**config.mk**
```make
export PLATFORM = sky130hd
export DESIGN_NAME = fifo_drain_arbiter
export DESIGN_NICKNAME = d
export VERILOG_FILES = /design/src/rtl/fifo_drain_arbiter_pkg.sv /design/src/rtl/fifo_drain_arbiter_drain_out_buf.sv /design/src/rtl/fifo_drain_arbiter.sv
export SDC_FILE = /design/constraint.sdc
export NUM_CORES = 1
export LEC_CHECK = 0
export ABC_AREA = 1
export CORE_MARGIN = 1
export CORE_UTILIZATION = 40
export DETAILED_ROUTE_END_ITERATION = 10
export GPL_ROUTABILITY_DRIVEN = 0
export GPL_TIMING_DRIVEN = 0
export PLACE_DENSITY = 0.7
export RECOVER_POWER = 50
export SLEW_MARGIN = 20
export SYNTH_ARGS = -nofsm -noshare
export SYNTH_HDL_FRONTEND = slang
export SYNTH_SLANG_ARGS = --single-unit
export TNS_END_PERCENT = 20
```
**constraint.sdc**
```tcl
create_clock -name clk -period 1.6 [get_ports clk]
set_input_delay 0.24 -clock clk [delete_from_list [all_inputs] [get_ports clk]]
set_output_delay 0.24 -clock clk [all_outputs]
set_load 0.02 [all_outputs]
```
**src/rtl/fifo_drain_arbiter_pkg.sv**
```systemverilog
// Shared definitions for the timetag FIFO drain arbiter: scheduler state encoding
// and a width helper used to size counters at elaboration time.
package fifo_drain_arbiter_pkg;

  typedef enum logic [1:0] {
    ST_IDLE  = 2'd0,
    ST_READ  = 2'd1,
    ST_DRAIN = 2'd2
  } arb_state_e;

  function automatic int clog2(input int value);
    int r;
    r = 0;
    for (int i = 0; i < 31; i++) begin
      if ((1 << i) < value) r = i + 1;
    end
    return r;
  endfunction

endpackage

```
**src/rtl/fifo_drain_arbiter_drain_out_buf.sv**
```systemverilog
// Two-entry in-order valid/ready output buffer holding {channel, word} pairs.
// Occupancy is exported so the scheduler can meter reads against free space.
module drain_out_buf #(
  parameter int W = 10
) (
  input  logic         clk,
  input  logic         rst,
  input  logic         i_push,
  input  logic [W-1:0] i_push_data,
  input  logic         i_ready,
  output logic         o_valid,
  output logic [W-1:0] o_data,
  output logic [1:0]   o_occ
);

  logic [W-1:0] r_mem [2];
  logic         r_wr_ptr;
  logic         r_rd_ptr;
  logic [1:0]   r_occ;
  logic         w_pop;

  assign o_valid = (r_occ != 2'd0);
  assign o_data  = r_mem[r_rd_ptr];
  assign o_occ   = r_occ;
  assign w_pop   = o_valid && i_ready;

  // Storage is cleared on reset so the head word reads as zero afterwards.
  always_ff @(posedge clk) begin
    if (rst) begin
      r_mem[0] <= '0;
      r_mem[1] <= '0;
      r_wr_ptr <= 1'b0;
      r_rd_ptr <= 1'b0;
      r_occ    <= 2'd0;
    end else begin
      if (i_push) begin
        r_mem[r_wr_ptr] <= i_push_data;
        r_wr_ptr        <= ~r_wr_ptr;
      end
      if (w_pop) begin
        r_rd_ptr <= ~r_rd_ptr;
      end
      r_occ <= r_occ + {1'b0, i_push} - {1'b0, w_pop};
    end
  end

  // The upstream credit rule must never let a push land on a full buffer.
  always_ff @(posedge clk) begin
    if (!rst) begin
      assert (!(i_push && !w_pop && (r_occ == 2'd2)));
    end
  end

endmodule

```
**src/rtl/fifo_drain_arbiter.sv**
```systemverilog
// Round-robin read scheduler: drains N_CH registered-output FIFOs in bursts of up
// to BURST words into one channel-tagged valid/ready stream, metered by buffer credit.
module fifo_drain_arbiter
  import fifo_drain_arbiter_pkg::*;
#(
  parameter int N_CH   = 4,
  parameter int DATA_W = 8,
  parameter int BURST  = 4,
  parameter int CH_W   = 2
) (
  input  logic                     clk,
  input  logic                     rst,
  input  logic                     enable,
  input  logic [N_CH-1:0]          fifo_empty,
  input  logic [N_CH*DATA_W-1:0]   fifo_dout,
  output logic [N_CH-1:0]          fifo_rd_en,
  output logic [DATA_W-1:0]        out_data,
  output logic [CH_W-1:0]          out_ch,
  output logic                     out_valid,
  input  logic                     out_ready,
  output logic                     busy
);

  localparam int CNT_W = clog2(BURST + 1);

  arb_state_e          r_state;
  arb_state_e          w_state_nxt;
  logic [CH_W-1:0]     r_sel;
  logic [CH_W-1:0]     r_rr_ptr;
  logic [CNT_W-1:0]    r_burst_cnt;
  logic                r_rd_vld_p1;

  logic                w_grant_vld;
  logic [CH_W-1:0]     w_grant_ch;
  logic [CH_W:0]       w_rr_sum;
  logic [CH_W-1:0]     w_sel_inc;
  logic                w_sel_empty;
  logic                w_rd;
  logic                w_cnt_last;
  logic                w_credit_ok;
  logic                w_pop;
  logic [1:0]          w_occ;
  logic [DATA_W-1:0]   w_cap_data;
  logic [CH_W+DATA_W-1:0] w_buf_data;

  // Round-robin search: scan channels starting at rr_ptr, wrapping at N_CH.
  always_comb begin
    w_grant_vld = 1'b0;
    w_grant_ch  = '0;
    w_rr_sum    = '0;
    for (int i = 0; i < N_CH; i++) begin
      w_rr_sum = {1'b0, r_rr_ptr} + (CH_W+1)'(i);
      if (w_rr_sum >= (CH_W+1)'(N_CH)) w_rr_sum = w_rr_sum - (CH_W+1)'(N_CH);
      if (!w_grant_vld && !fifo_empty[w_rr_sum[CH_W-1:0]]) begin
        w_grant_vld = 1'b1;
        w_grant_ch  = w_rr_sum[CH_W-1:0];
      end
    end
  end

  assign w_sel_inc   = (r_sel == CH_W'(N_CH - 1)) ? '0 : r_sel + CH_W'(1);
  assign w_sel_empty = fifo_empty[r_sel];
  assign w_cnt_last  = (r_burst_cnt == CNT_W'(BURST - 1));
  assign w_pop       = out_valid && out_ready;
  // Words in the buffer plus the read in flight, less this cycle's pop, must leave room.
  assign w_credit_ok = ({1'b0, w_occ} + {2'b00, r_rd_vld_p1}) < (3'd2 + {2'b00, w_pop});

  always_ff @(posedge clk) begin
    if (rst) begin
      r_state <= ST_IDLE;
    end else begin
      r_state <= w_state_nxt;
    end
  end

  always_comb begin
    w_state_nxt = r_state;
    case (r_state)
      ST_IDLE: begin
        if (enable && w_grant_vld) w_state_nxt = ST_READ;
      end
      ST_READ: begin
        if ((w_rd && w_cnt_last) || (w_sel_empty && !w_rd)) w_state_nxt = ST_DRAIN;
      end
      ST_DRAIN: begin
        if (!r_rd_vld_p1) w_state_nxt = ST_IDLE;
      end
      default: w_state_nxt = ST_IDLE;
    endcase
  end

  always_comb begin
    w_rd       = 1'b0;
    fifo_rd_en = '0;
    busy       = (r_state != ST_IDLE) || (w_occ != 2'd0);
    if (!rst && (r_state == ST_READ) && !w_sel_empty && w_credit_ok) begin
      w_rd = 1'b1;
    end
    fifo_rd_en[r_sel] = w_rd;
  end

  always_ff @(posedge clk) begin
    if (rst) begin
      r_sel       <= '0;
      r_rr_ptr    <= '0;
      r_burst_cnt <= '0;
      r_rd_vld_p1 <= 1'b0;
    end else begin
      r_rd_vld_p1 <= w_rd;
      if ((r_state == ST_IDLE) && (w_state_nxt == ST_READ)) begin
        r_sel       <= w_grant_ch;
        r_burst_cnt <= '0;
      end else if (w_rd) begin
        r_burst_cnt <= r_burst_cnt + CNT_W'(1);
      end
      if ((r_state == ST_DRAIN) && (w_state_nxt == ST_IDLE)) begin
        r_rr_ptr <= w_sel_inc;
      end
    end
  end

  // p1 stage: the FIFO's registered output now holds the word read last cycle.
  always_comb begin
    w_cap_data = '0;
    for (int i = 0; i < N_CH; i++) begin
      if (r_sel == CH_W'(i)) w_cap_data = fifo_dout[i*DATA_W +: DATA_W];
    end
  end

  drain_out_buf #(
    .W (CH_W + DATA_W)
  ) u_out_buf (
    .clk         (clk),
    .rst         (rst),
    .i_push      (r_rd_vld_p1),
    .i_push_data ({r_sel, w_cap_data}),
    .i_ready     (out_ready),
    .o_valid     (out_valid),
    .o_data      (w_buf_data),
    .o_occ       (w_occ)
  );

  assign {out_ch, out_data} = w_buf_data;

endmodule
```
==> results_dict.tcl <==
set metrics [dict create \
    slew_viol_final 0 \
    placed_cells 409 \
    arrival_ns 1.69 \
    grt_overflow_total 0 \
    fin_nets 400 \
    cts_inserted_buffers 5 \
    powerDensity_nw_per_um2 1000 \
    syn_area_um2 2230 \
    start_kind "input pin" \
    multi_input_area_um2 1220 \
    hold_viol 0 \
    cap_violations 0 \
    setup_tns_ns -1.55 \
    std_cell_rows 26 \
    period_minus_slack_ns 1.71 \
    synth-xor-area-share 0.00787 \
    synth-simple-area-share 0.293 \
    synth.area.mux_share 0.0506 \
    synth_cells 284 \
    cts_root_buffer "clkbuf_8" \
    cts_tree "done" \
    fin_cells 421 \
    clockBufferDepth 2 \
    drc 0 \
    ant_nets 0 \
    wl_per_cell_um 12.2 \
    drive_above_1_share 0.262 \
    critical_path_class "input pin to register" \
    skew_ns 0.00719 \
    cellLeakagePower_uw 0.00134 \
    holdPathStages 2 \
    cpMaxStageDelayCell "clkbuf_1" \
    cts_num_sinks 35 \
    violations "setup timing" \
    synth_top_family_by_area "simple AND/OR/NAND/NOR gates" \
    ir_drop_v 0.000879 \
    fp.dieArea_um2 5870 \
    yosysSeqAreaShare 0.405 \
    synthToLayoutAreaGrowth_pct 37.2 \
    start_util 0.425 \
    cp_cell_sequence "dlygate4sd2_1, inv_1, buf_6, nand3_1, clkbuf_1, nand2_2" \
    rsz0062_at_grt "yes" \
    holdCritPathClass "input pin to register" \
    ys_warn_count 0 \
    io_pins 56 \
    cts.clk_slew.worst_paths_ns 0.07 \
    core_area_um2 5240 \
    crit_path_end_kind "register" \
    clk_latency_ns 0.29 \
    synth_fa_ha_area_frac 0.0562 \
    h-tree-depth 2 \
    dp_hpwl_mm 3.64 \
    setup_viol_count_final 15 \
    syn_avg_cell_area_um2 7.84 \
    syn_nets 334 \
    status "finished, violations left" \
    vias 1995 \
    first_global_vias 1854 \
    place_ws_ns -0.704 \
    max_stage_delay_ns 0.40 \
    grt_max_degree 12 \
    cp.required_ns 1.58 \
    synth_compound_area_frac 0.111 \
    n_antenna_cell 0 \
    worst_slack_ns -0.115 \
    synth_seq_cells 35 \
    reg2reg_depth 10 \
    die_h_um 76.6 \
    drtIter0Drc 109 \
    synth_cell_types 29 \
    routed_via_density 4.74 \
    worstMarginPinSlew_ns 0.490 \
    numPortBuffers 55 \
    die_w_um 76.6 \
    timing.slew.headroom 0.674 \
    fillers 492 \
    finalPower_uw 3060 \
    period_share 1.07 \
    clock.fmax_mhz 583 \
    grt_pass1_wl_mm 8.38 \
    grtUsageTotal 0.181 \
    worst-path-max-fanout 10 \
    seqCellArea_um2 918 \
    wl_mm 5.13 \
    antenna_found_initial 0 \
    drtPass1Iterations 4 \
]
-- sequential cells by signal, summed over array words and instances, names as in the netlist, named ones only --
signal	flops
r_state	2
u_out_buf.o_occ	2
r_rd_vld_p1	1
u_out_buf.r_rd_ptr	1
r_burst_cnt	3
u_out_buf.r_mem	20
r_sel	2
u_out_buf.r_wr_ptr	1
r_rr_ptr	2
-- worst paths after layout --
| path | startpoint | endpoint | slack, ns |
|---|---|---|---|
| worst max register to register | u_out_buf.o_occ[1]$_SDFF_PP0_ | u_out_buf.o_occ[1]$_SDFF_PP0_ | -0.04 |
| worst min-delay path | rst | u_out_buf.o_occ[0]$_SDFF_PP0_ | 0.42 |
| worst max-delay path | rst | u_out_buf.r_mem[1][4]$_SDFFCE_PN0P_ | -0.11 |
| worst min register to register | u_out_buf.r_rd_ptr$_SDFFE_PP0N_ | register | 0.45 |
-- worst max-delay path: cells and delay by family --
family / cells / cell delay (ns)
buffers and inverters: 4 / 1.06
AND/OR/NAND/NOR: 2 / 0.39
-- where the power goes --
| part | switching, µW | internal [µW] |
|---|---|---|
| combinational | 728 | 569 |
| sequential | 83.3 | 1050 |
| clock | 323 | 304 |
-- cells in the mapped netlist (all sizes together) --
library cell | n | area share
o22ai | 1 | 0.0028
ha | 10 | 0.056
inv | 26 | 0.046
o21ai | 24 | 0.059
xor2 | 2 | 0.0079
dfxtp | 15 | 0.13
or2 | 1 | 0.0028
a21oi | 19 | 0.046
clkinv | 2 | 0.0034
nand2 | 89 | 0.17
clkbuf | 3 | 0.0051
nor2 | 38 | 0.066
mux2 | 10 | 0.051
edfxtp | 20 | 0.27
nand4 | 2 | 0.012
a211oi | 1 | 0.0034
buf | 7 | 0.021
nand3 | 14 | 0.037
-- metal layers --
layer | share of wire | wire (µm) | track usage
met1 | 0.45 | 2320 | 0.223
met2 | 0.49 | 2510 | 0.317
met3 | 0.047 | 239 | 0.0467
met4 | 0.011 | 56 | 0.0365
met5 | 0 | 0 | 0
-- layout by cell type (no fill, tap or decap), types with 2 or more instances in the layout --
cell type         n
nor2_2            3
buf_4             7
a21oi_1          17
mux2_2           10
nand3_1          13
buf_2            10
ha_2              2
dfxtp_1           9
nand2_4           3
o21ai_0          10
ha_4              2
o21ai_1          11
o21ai_2           2
buf_6             9
inv_1            20
ha_1              6
a21oi_2           2
nand2_1          71
dfxtp_4           4
clkbuf_8          5
dlygate4sd2_1     4
inv_2             4
nor2_1           33
edfxtp_1         20
nor2_4            2
clkbuf_1          2
dfxtp_2           2
nand2_2          15
clkdlybuf4s50_1  36
-- cell type report --
type                       instances  share of cell area
multi-input combinational        211               0.401
sequential                        35               0.301
timing repair buffer              61               0.180
inverter                          28              0.0385
tap                               70              0.0287
clock buffer                       6              0.0238
buffer                             8              0.0238
clock inverter                     2             0.00410
-- cell families (layout without fill, tap and decap cells) --
group / count (synthesis) / in the layout
buf+inv: 38 / 105
simple gates: 144 / 144
compound gates: 45 / 45
flops: 35 / 35
xor+xnor: 2 / 2
fa+ha+maj: 10 / 10
mux: 10 / 10
-- metrics by stage --
step / util / cell area, µm² / hold slack, ns
after floorplan: - / 2230 / 0.309
after CTS: 0.578 / 3030 / 0.427
after global routing: 0.583 / 3050 / 0.423
final: 0.583 / 3050 / 0.422
after detailed placement: 0.547 / 2860 / 0.444
after global placement: 0.547 / 2860 / 0.435
-- timing repair --
item | in CTS | in global routing
setup buffers | 4 | 1
pin swaps | 5 | 5
gates resized for setup | 93 | 22
cloned | 1 | 0
setup endpoints to repair | 53 | 21
hold buffers | 0 | 0
Note: power is estimated with default switching activity, not from simulation.
